`src/rtl/gpio_apb_pkg.sv`:
```
// gpio_apb_pkg: shared constants for the APB GPIO controller with edge interrupts.
// Holds the register word-index map and the parameter range limits used by
// gpio_apb_irq and gpio_in_sync.
package gpio_apb_pkg;

  // Upper bound on the pin count; one 32-bit APB word covers every pin.
  localparam int unsigned MAX_PINS       = 32;

  // Largest supported number of access-phase wait states and the counter width
  // needed to reach it.
  localparam int unsigned MAX_PREADY_DEL = 3;
  localparam int unsigned WAIT_CNT_W     = 2;

  // Register word indices on paddr.
  localparam int unsigned ADDR_OE      = 0;
  localparam int unsigned ADDR_PU      = 1;
  localparam int unsigned ADDR_PD      = 2;
  localparam int unsigned ADDR_A       = 3;
  localparam int unsigned ADDR_Y       = 4;
  localparam int unsigned ADDR_RISE_EN = 5;
  localparam int unsigned ADDR_FALL_EN = 6;
  localparam int unsigned ADDR_STATUS  = 7;

endpackage

```
`src/rtl/gpio_in_sync.sv`:
```
// gpio_in_sync: pad input synchroniser plus one history flop for edge detection.
// Ports: clk_i/rst_ni (sync, active-low), y_i async pads in; y_s_o synchronised
// value, rise_raw_o / fall_raw_o one-cycle edge pulses (not yet masked by enables).
module gpio_in_sync
  import gpio_apb_pkg::*;
#(
  parameter int N_PINS      = 8,
  parameter int SYNC_STAGES = 2
) (
  input  logic              clk_i,
  input  logic              rst_ni,
  input  logic [N_PINS-1:0] y_i,
  output logic [N_PINS-1:0] y_s_o,
  output logic [N_PINS-1:0] rise_raw_o,
  output logic [N_PINS-1:0] fall_raw_o
);

  // Stage 0 is the metastability-catching flop; the last stage is y_s.
  logic [SYNC_STAGES-1:0][N_PINS-1:0] sync_q;
  logic [N_PINS-1:0]                  y_d_q;

  always_ff @(posedge clk_i) begin
    if (!rst_ni) begin
      sync_q <= '0;
      y_d_q  <= '0;
    end else begin
      sync_q[0] <= y_i;
      for (int i = 1; i < SYNC_STAGES; i++) begin
        sync_q[i] <= sync_q[i-1];
      end
      y_d_q <= sync_q[SYNC_STAGES-1];
    end
  end

  assign y_s_o = sync_q[SYNC_STAGES-1];

  // History flop clears on reset, so a pin already high looks like a rise for
  // one cycle after reset; the enables are still zero then, so nothing latches.
  assign rise_raw_o = y_s_o & ~y_d_q;
  assign fall_raw_o = ~y_s_o & y_d_q;

endmodule

```
`src/rtl/gpio_apb_irq.sv`:
```
// gpio_apb_irq: N_PINS GPIO controller on an APB3 slave with per-pin edge interrupts.
// Ports: APB3 slave (pclk, presetn sync active-low, paddr word index, pselx/penable,
// pwrite/pwdata, prdata/pready/pslverr); pads y in, oe/pu/pd/a out; irq level-high.
module gpio_apb_irq
  import gpio_apb_pkg::*;
#(
  parameter int N_PINS      = 8,
  parameter int DATA_WIDTH  = 32,
  parameter int ADDR_WIDTH  = 3,
  parameter int PREADY_DEL  = 0,
  parameter int SYNC_STAGES = 2
) (
  input  logic                  pclk,
  input  logic                  presetn,
  input  logic [ADDR_WIDTH-1:0] paddr,
  input  logic                  pwrite,
  input  logic                  pselx,
  input  logic                  penable,
  input  logic [DATA_WIDTH-1:0] pwdata,
  output logic [DATA_WIDTH-1:0] prdata,
  output logic                  pready,
  output logic                  pslverr,
  input  logic [N_PINS-1:0]     y,
  output logic [N_PINS-1:0]     oe,
  output logic [N_PINS-1:0]     pu,
  output logic [N_PINS-1:0]     pd,
  output logic [N_PINS-1:0]     a,
  output logic                  irq
);

  // Wait-state target, saturated to what the counter can represent.
  localparam logic [WAIT_CNT_W-1:0] PDEL =
    (PREADY_DEL > int'(MAX_PREADY_DEL)) ? WAIT_CNT_W'(MAX_PREADY_DEL)
                                        : WAIT_CNT_W'(PREADY_DEL);

  // Register indices sized to paddr so compares and case items match widths.
  localparam logic [ADDR_WIDTH-1:0] A_OE      = ADDR_WIDTH'(ADDR_OE);
  localparam logic [ADDR_WIDTH-1:0] A_PU      = ADDR_WIDTH'(ADDR_PU);
  localparam logic [ADDR_WIDTH-1:0] A_PD      = ADDR_WIDTH'(ADDR_PD);
  localparam logic [ADDR_WIDTH-1:0] A_A       = ADDR_WIDTH'(ADDR_A);
  localparam logic [ADDR_WIDTH-1:0] A_Y       = ADDR_WIDTH'(ADDR_Y);
  localparam logic [ADDR_WIDTH-1:0] A_RISE_EN = ADDR_WIDTH'(ADDR_RISE_EN);
  localparam logic [ADDR_WIDTH-1:0] A_FALL_EN = ADDR_WIDTH'(ADDR_FALL_EN);
  localparam logic [ADDR_WIDTH-1:0] A_STATUS  = ADDR_WIDTH'(ADDR_STATUS);

  // ---------------------------------------------------------------------------
  // State
  // ---------------------------------------------------------------------------
  logic [N_PINS-1:0]     oe_q, oe_d;
  logic [N_PINS-1:0]     pu_q, pu_d;
  logic [N_PINS-1:0]     pd_q, pd_d;
  logic [N_PINS-1:0]     a_q, a_d;
  logic [N_PINS-1:0]     rise_en_q, rise_en_d;
  logic [N_PINS-1:0]     fall_en_q, fall_en_d;
  logic [N_PINS-1:0]     status_q, status_d;
  logic [WAIT_CNT_W-1:0] wait_cnt_q, wait_cnt_d;

  // ---------------------------------------------------------------------------
  // Input synchroniser and edge detect
  // ---------------------------------------------------------------------------
  logic [N_PINS-1:0] y_s;
  logic [N_PINS-1:0] rise_raw;
  logic [N_PINS-1:0] fall_raw;

  gpio_in_sync #(
    .N_PINS      (N_PINS),
    .SYNC_STAGES (SYNC_STAGES)
  ) u_in_sync (
    .clk_i      (pclk),
    .rst_ni     (presetn),
    .y_i        (y),
    .y_s_o      (y_s),
    .rise_raw_o (rise_raw),
    .fall_raw_o (fall_raw)
  );

  // ---------------------------------------------------------------------------
  // APB handshake
  // ---------------------------------------------------------------------------
  logic              access;
  logic              wr_en;
  logic              rd_en;
  logic [N_PINS-1:0] wdat;
  logic [N_PINS-1:0] w1c_mask;
  logic [N_PINS-1:0] rd_val;
  logic              unused_pwdata;

  assign access = pselx & penable;

  // Gated by presetn so pready stays low while reset is held, even with zero
  // wait states and a master still driving the access phase.
  assign pready  = presetn & access & (wait_cnt_q == PDEL);

  // Y is read-only: a write there completes with an error and is dropped.
  assign pslverr = pready & pwrite & (paddr == A_Y);
  assign wr_en   = pready & pwrite & (paddr != A_Y);
  assign rd_en   = pready & ~pwrite;

  assign wdat          = pwdata[N_PINS-1:0];
  assign unused_pwdata = ^pwdata;

  // Counter restarts whenever the access phase ends, whether it completed or
  // the master withdrew pselx.
  always_comb begin
    wait_cnt_d = wait_cnt_q;
    if (!access || pready) begin
      wait_cnt_d = '0;
    end else begin
      wait_cnt_d = wait_cnt_q + 1'b1;
    end
  end

  // ---------------------------------------------------------------------------
  // Register writes
  // ---------------------------------------------------------------------------
  always_comb begin
    oe_d      = oe_q;
    pu_d      = pu_q;
    pd_d      = pd_q;
    a_d       = a_q;
    rise_en_d = rise_en_q;
    fall_en_d = fall_en_q;
    w1c_mask  = '0;
    if (wr_en) begin
      case (paddr)
        A_OE:      oe_d      = wdat;
        A_PU:      pu_d      = wdat;
        A_PD:      pd_d      = wdat;
        A_A:       a_d       = wdat;
        A_RISE_EN: rise_en_d = wdat;
        A_FALL_EN: fall_en_d = wdat;
        A_STATUS:  w1c_mask  = wdat;
        default:   ;
      endcase
    end
  end

  // Clear is applied before the new edges are OR-ed in, so an edge arriving in
  // the same cycle as its W1C is not lost.
  assign status_d = (status_q & ~w1c_mask)
                  | (rise_raw & rise_en_q)
                  | (fall_raw & fall_en_q);

  always_ff @(posedge pclk) begin
    if (!presetn) begin
      oe_q       <= '0;
      pu_q       <= '0;
      pd_q       <= '0;
      a_q        <= '0;
      rise_en_q  <= '0;
      fall_en_q  <= '0;
      status_q   <= '0;
      wait_cnt_q <= '0;
    end else begin
      oe_q       <= oe_d;
      pu_q       <= pu_d;
      pd_q       <= pd_d;
      a_q        <= a_d;
      rise_en_q  <= rise_en_d;
      fall_en_q  <= fall_en_d;
      status_q   <= status_d;
      wait_cnt_q <= wait_cnt_d;
    end
  end

  // ---------------------------------------------------------------------------
  // Read mux: only drives data during a completing read, zero otherwise.
  // ---------------------------------------------------------------------------
  always_comb begin
    rd_val = '0;
    if (rd_en) begin
      case (paddr)
        A_OE:      rd_val = oe_q;
        A_PU:      rd_val = pu_q;
        A_PD:      rd_val = pd_q;
        A_A:       rd_val = a_q;
        A_Y:       rd_val = y_s;
        A_RISE_EN: rd_val = rise_en_q;
        A_FALL_EN: rd_val = fall_en_q;
        A_STATUS:  rd_val = status_q;
        default:   rd_val = '0;
      endcase
    end
  end

  assign prdata = DATA_WIDTH'(rd_val);

  // ---------------------------------------------------------------------------
  // Pad and interrupt outputs
  // ---------------------------------------------------------------------------
  assign oe  = oe_q;
  assign pu  = pu_q;
  assign pd  = pd_q;
  assign a   = a_q;
  assign irq = |status_q;

endmodule
```
`config.mk`:
```
export PLATFORM = sky130hd
export DESIGN_NAME = gpio_apb_irq
export DESIGN_NICKNAME = d
export VERILOG_FILES = /design/src/rtl/gpio_apb_pkg.sv /design/src/rtl/gpio_in_sync.sv /design/src/rtl/gpio_apb_irq.sv
export SDC_FILE = /design/constraint.sdc
export NUM_CORES = 1
export LEC_CHECK = 0
export BUFFER_PORTS_ARGS = -buffer_cell sky130_fd_sc_hd__buf_2
export CORE_ASPECT_RATIO = 0.8
export CORE_MARGIN = 4
export CORE_UTILIZATION = 48
export DETAILED_ROUTE_END_ITERATION = 12
export GPL_ROUTABILITY_DRIVEN = 0
export PLACE_DENSITY_LB_ADDON = 0.08
export SLEW_MARGIN = 15
export SYNTH_ARGS = -nofsm -noshare
export SYNTH_HDL_FRONTEND = slang
export SYNTH_SLANG_ARGS = --single-unit
```
`constraint.sdc`:
```
create_clock -name pclk -period 4.1 [get_ports pclk]
set_clock_uncertainty 0.1 [all_clocks]
set_input_delay 0.82 -clock pclk [delete_from_list [all_inputs] [get_ports pclk]]
set_output_delay 0.82 -clock pclk [all_outputs]
set_load 0.05 [all_outputs]
```
Yosys cells after proc, flatten, opt, wreduce, memory -nomap -nowiden --
Index checks and enable logic that the tools add are counted.
Storage, ports and cells: register bits 82, bits of input ports 48, output and inout port bits 67, logic and storage cells 55
Operators by class: $add $sub $neg 1, equal/unequal tests 8, mux-type cells 4, bitwise logic cells 19, reduce and logical (&&, ||, !) cells 12
Operator list (count):
- $pmux 8 s8 | 1
- $and 8x8->8 | 5
- $mux 8 | 3
- $not 8->8 | 3
- $or 8x8->8 | 2
- $eq 3x3->1 const B | 4
- $reduce_and 2->1 | 6
- $reduce_or 8->1 | 1
- $and 1x1->1 | 7
- $eq 3x2->1 const B | 2
- $eq 3x1->1 const B | 1
- $logic_not 3->1 | 1
- $ne 3x3->1 const B | 1
- $add 2x1->2 const B | 1
- $logic_not 2->1 | 1
- $not 1->1 | 2
- $reduce_or 2->1 | 1
- $logic_not 1->1 | 1
- $logic_or 1x1->1 | 1

Depth between registers and ports, before layout --
depth after elaboration 10, gate-level depth with buffers 8, mapped depth without buffers 7

By module --
From an unflattened synthesis, not the netlist that was laid out.
Unflattened totals: cells, all modules 416, area total of the unflattened synthesis 3947.5 sq um
Modules (own cells, without submodules):
- gpio_apb_irq | instances 1, cells each 342, area each 3123.0 sq um, sequential area each 1161.1 sq um
- gpio_in_sync | instances 1, cells each 74, area each 824.5 sq um, sequential area each 480.5 sq um

Least setup slack after synthesis --
Ideal clock, no wire load.
path type in2out, start input port presetn, end output port prdata[6], data arrival time 2.355 ns, data required time 3.180 ns, setup slack 0.825 ns, stages 5, path buffers 1, cells stage by stage buf_4 nand4_4 nor2_1 o21ai_0 a31oi_1
Between the ends: longest elaborated chain between the ends 4
Ends and longest elaborated chain:
- start: declaration | RTL line gpio_apb_irq.sv:14 | input logic presetn,
- $and 1x1->1 (2 in series) | RTL line gpio_apb_irq.sv:92 | assign pready = presetn & access & (wait_cnt_q == PDEL);
- $and 1x1->1 | RTL line gpio_apb_irq.sv:97 | assign rd_en = pready & ~pwrite;
- $mux 8 | RTL line gpio_apb_irq.sv:171 | if (rd_en) begin
- end: declaration | RTL line gpio_apb_irq.sv:20 | output logic [DATA_WIDTH-1:0] prdata,
Every way passes these cells.

Worst setup path after layout --
start input port paddr[1], end output port prdata[4]
Between the ends: longest elaborated chain between the ends 3, elaborated cells on any way between the ends 10, classes of those cells 7 x eq/ne; 2 x mux; 1 x reduce/logical
Ends and longest elaborated chain:
- start: declaration | RTL line gpio_apb_irq.sv:15 | input logic [ADDR_WIDTH-1:0] paddr,
- $eq 3x3->1 (tied with other cells) | RTL line gpio_apb_irq.sv:172 | case (paddr)
- $pmux 8 s8 * | RTL line gpio_apb_irq.sv:172
- $mux 8 * | RTL line gpio_apb_irq.sv:171
Mark *: on every way between the ends. The rest lies on a longest branch, timed or not.

==> flow_summary.yaml <==
timing:
  final_hold_viol_count: 0
  fin_crit_ps: 3310
  fin_crit_sh_pct: 80.8
  max_freq_mhz: 302
  relSlewSlack_pct: 45.4
  rsz0062_at_grt: "false"
  setup_viol: 0
  finalMaxSlewViolations: 0
  fin_setup_tns_ps: 0
  worstMarginPinSlew_ps: 819
  hold-worst-slack_ps: 323
route:
  met2_length_um: 4090
  ant_nets: 0
  drt_first_pass_iters: 5
  wl_met3_um: 542
  via_per_inst: 5.28
  wl_met1_um: 3990
  vias: 3093
  drt_iter0_drc: 164
  top_layer_used: "met4"
  avgRoutedWirePerCell_um: 15.0
  postRouteWirelength_um: 8760
  drc: 0
clock_network:
  cts_tree: "yes"
  clkLatencyLatePin_ps: 340
  cts_root_buf: "clkbuf_8"
  numCtsBuffers: 9
  clk_pin_slew_worst_paths_ps: 80
  postCtsSetupRepairBufs: 0
  clock-sinks: 82
  cts_resized: 0
  htree_levels: 3
  cts_hold_buf: 0
  clockBufferDepth: 2
synthesis:
  ys_seq_elements: 82
  syn_area_um2: 3810
  synth_cells: 424
  synth_warnings: 0
  synth_edf_count: 0
  ys_seq_area_share_pct: 43.1
  avgSynthCellArea_um2: 8.98
  synth_cell_type_count: 47
  synthArstFlopShare_pct: 0
  synth-main-ff-cell: "dfxtp_1"
critical_path:
  path_cells: "buf_2 -> and2b_1 -> a22oi_1 -> o22ai_1 -> o221a_2 -> buf_2"
  max_stage_delay_ps: 440
  crit_required_ps: 3180
  slowest_stage: "buf_2"
  critical_path_class: "in2out"
  worstPathMaxFanout: 25
  crit_buf_inv: 2
  path_common_cell: "buf_2"
  cp_top_family: "buffers and inverters"
  endpoint_kind: "output pin"
  worst_ep_arrival_time_ps: 2390
  start_kind: "primary input"
floorplan:
  start_util_pct: 50.3
  core-area_um2: 7570
  die_area_um2: 9430
  num_io_pins: 115
  die_w_um: 108
  die_h_um: 87.7
  row_count: 28
min_path:
  holdCritPathClass: "reg2reg"
layout:
  postLayoutCoreUtil_pct: 56.2
  drive_above_1_share_pct: 21.0
  seqCellArea_um2: 1640
  area_growth_pct: 11.6
  multi_input_area_um2: 1910
  nFillCells: 717
  layout.cells.most_common_list: "dfxtp_1, buf_2, nand2_1, o21ai_0, nand3_1"
  antenna_cells: 0
  layout.cells.most_common: "dfxtp_1"
  layout.nets: 526
grt:
  grt_usage_pct: 18.9
  grt_pass1_vias: 2926
  grt_overflow: 0
  grt_max_degree: 91
  antenna_found_initial: 0
  grt_pass1_wl_um: 14000
pwr:
  p_leak_nw: 1.85
  power_density_nw_per_um2: 374
  ir_drop_uv: 224
job:
  cap_violations: 0
placed_design:
  portBuffers: 66
  dp_hpwl_um: 6280
status:
  status: "finished clean"
==> power by group <==
group,leakage [nW],switching (mW),internal (mW)
sequential,0.665,0.00627,0.808
clock,0.105,0.277,0.336
combinational,1.08,0.123,0.0371
total,1.85,0.407,1.18
==> per-layer routing <==
metal / track usage [%] / up-vias
li1: - / 1533
met1: 24.2 / 1445
met2: 32.0 / 100
met3: 4.20 / 15
met4: 5.85 / 0
met5: 0 / -
==> Yosys cell counts, drive strengths merged, types with 2 or more instances <==
library cell | count | share of area, %
a2bb2oi | 4 | 0.92
a22oi | 4 | 0.79
a31oi | 2 | 0.33
buf | 40 | 7.7
nor2 | 8 | 0.79
a21oi | 4 | 0.53
dfxtp | 82 | 43
nand4b | 3 | 1.6
mux2i | 13 | 3.4
o22ai | 2 | 0.33
and2 | 26 | 4.3
nand3 | 27 | 3.5
inv | 5 | 0.56
nand3b | 7 | 1.4
nand2 | 57 | 5.8
nand4 | 2 | 1.1
nor3 | 4 | 1.4
o21ai | 57 | 7.5
o21a | 8 | 1.6
a21boi | 8 | 1.6
nor4 | 2 | 0.33
o22a | 4 | 0.92
a22o | 6 | 1.4
clkbuf | 9 | 0.89
nor2b | 17 | 2.8
nand2b | 4 | 0.66
mux2 | 7 | 2.1
==> registers in the layout, indices dropped and copies added, names as in the netlist <==
| signal | cells |
|---|---|
| a | 8 |
| fall_en_q | 8 |
| oe | 8 |
| pd | 8 |
| pu | 8 |
| rise_en_q | 8 |
| status_q | 8 |
| u_in_sync.sync_q | 8 |
| u_in_sync.y_d_q | 8 |
| u_in_sync.y_s_o | 8 |
| wait_cnt_q | 2 |
==> logic make-up (layout without fill, tap and decap cells) <==
group | count (synthesis) | count (layout) | share of synthesized area [%]
adders and majority gates | 1 | 1 | 0.328
and+or+nand+nor | 161 | 161 | 24.5
other | 1 | 24 | 0.0985
AOI/OAI and AO/OA | 105 | 105 | 17.3
muxes | 20 | 20 | 5.49
buffers and inverters | 54 | 88 | 9.13
DFF | 82 | 82 | 43.1
==> metrics by stage <==
step	instance area, um2	worst slack, ps	power (mW)	cells
after CTS	4250	807	1.60	586
after floorplan	3890	825	0.973	447
after global placement	4050	793	0.992	571
after global routing	4250	616	1.64	586
final	4250	787	1.59	586
after detailed placement	4050	816	0.993	571
==> final timing paths <==
| kind | startpoint | endpoint | slack [ps] | depth (start not counted) |
|---|---|---|---|---|
| max | paddr[1] | prdata[4] | 790 | 6 |
| max reg2reg | wait_cnt_q[0]$_SDFF_PP0_ | oe[4]$_SDFFE_PN0P_ | 2180 | 7 |
| min reg2reg | wait_cnt_q[0]$_SDFF_PP0_ | wait_cnt_q[0]$_SDFF_PP0_ | 320 | 1 |
| min | wait_cnt_q[0]$_SDFF_PP0_ | wait_cnt_q[0]$_SDFF_PP0_ | 320 | 1 |
==> final cells by class <==
class                      count  share of cell area, %
timing repair buffer          68                   8.12
sequential                    82                   38.6
tap                          105                   3.09
clock buffer                   9                   2.91
inverter                       5                  0.500
multi-input combinational    311                   44.8
clock inverter                 6                   1.94
No activity file was read; power rests on OpenSTA's default activity.
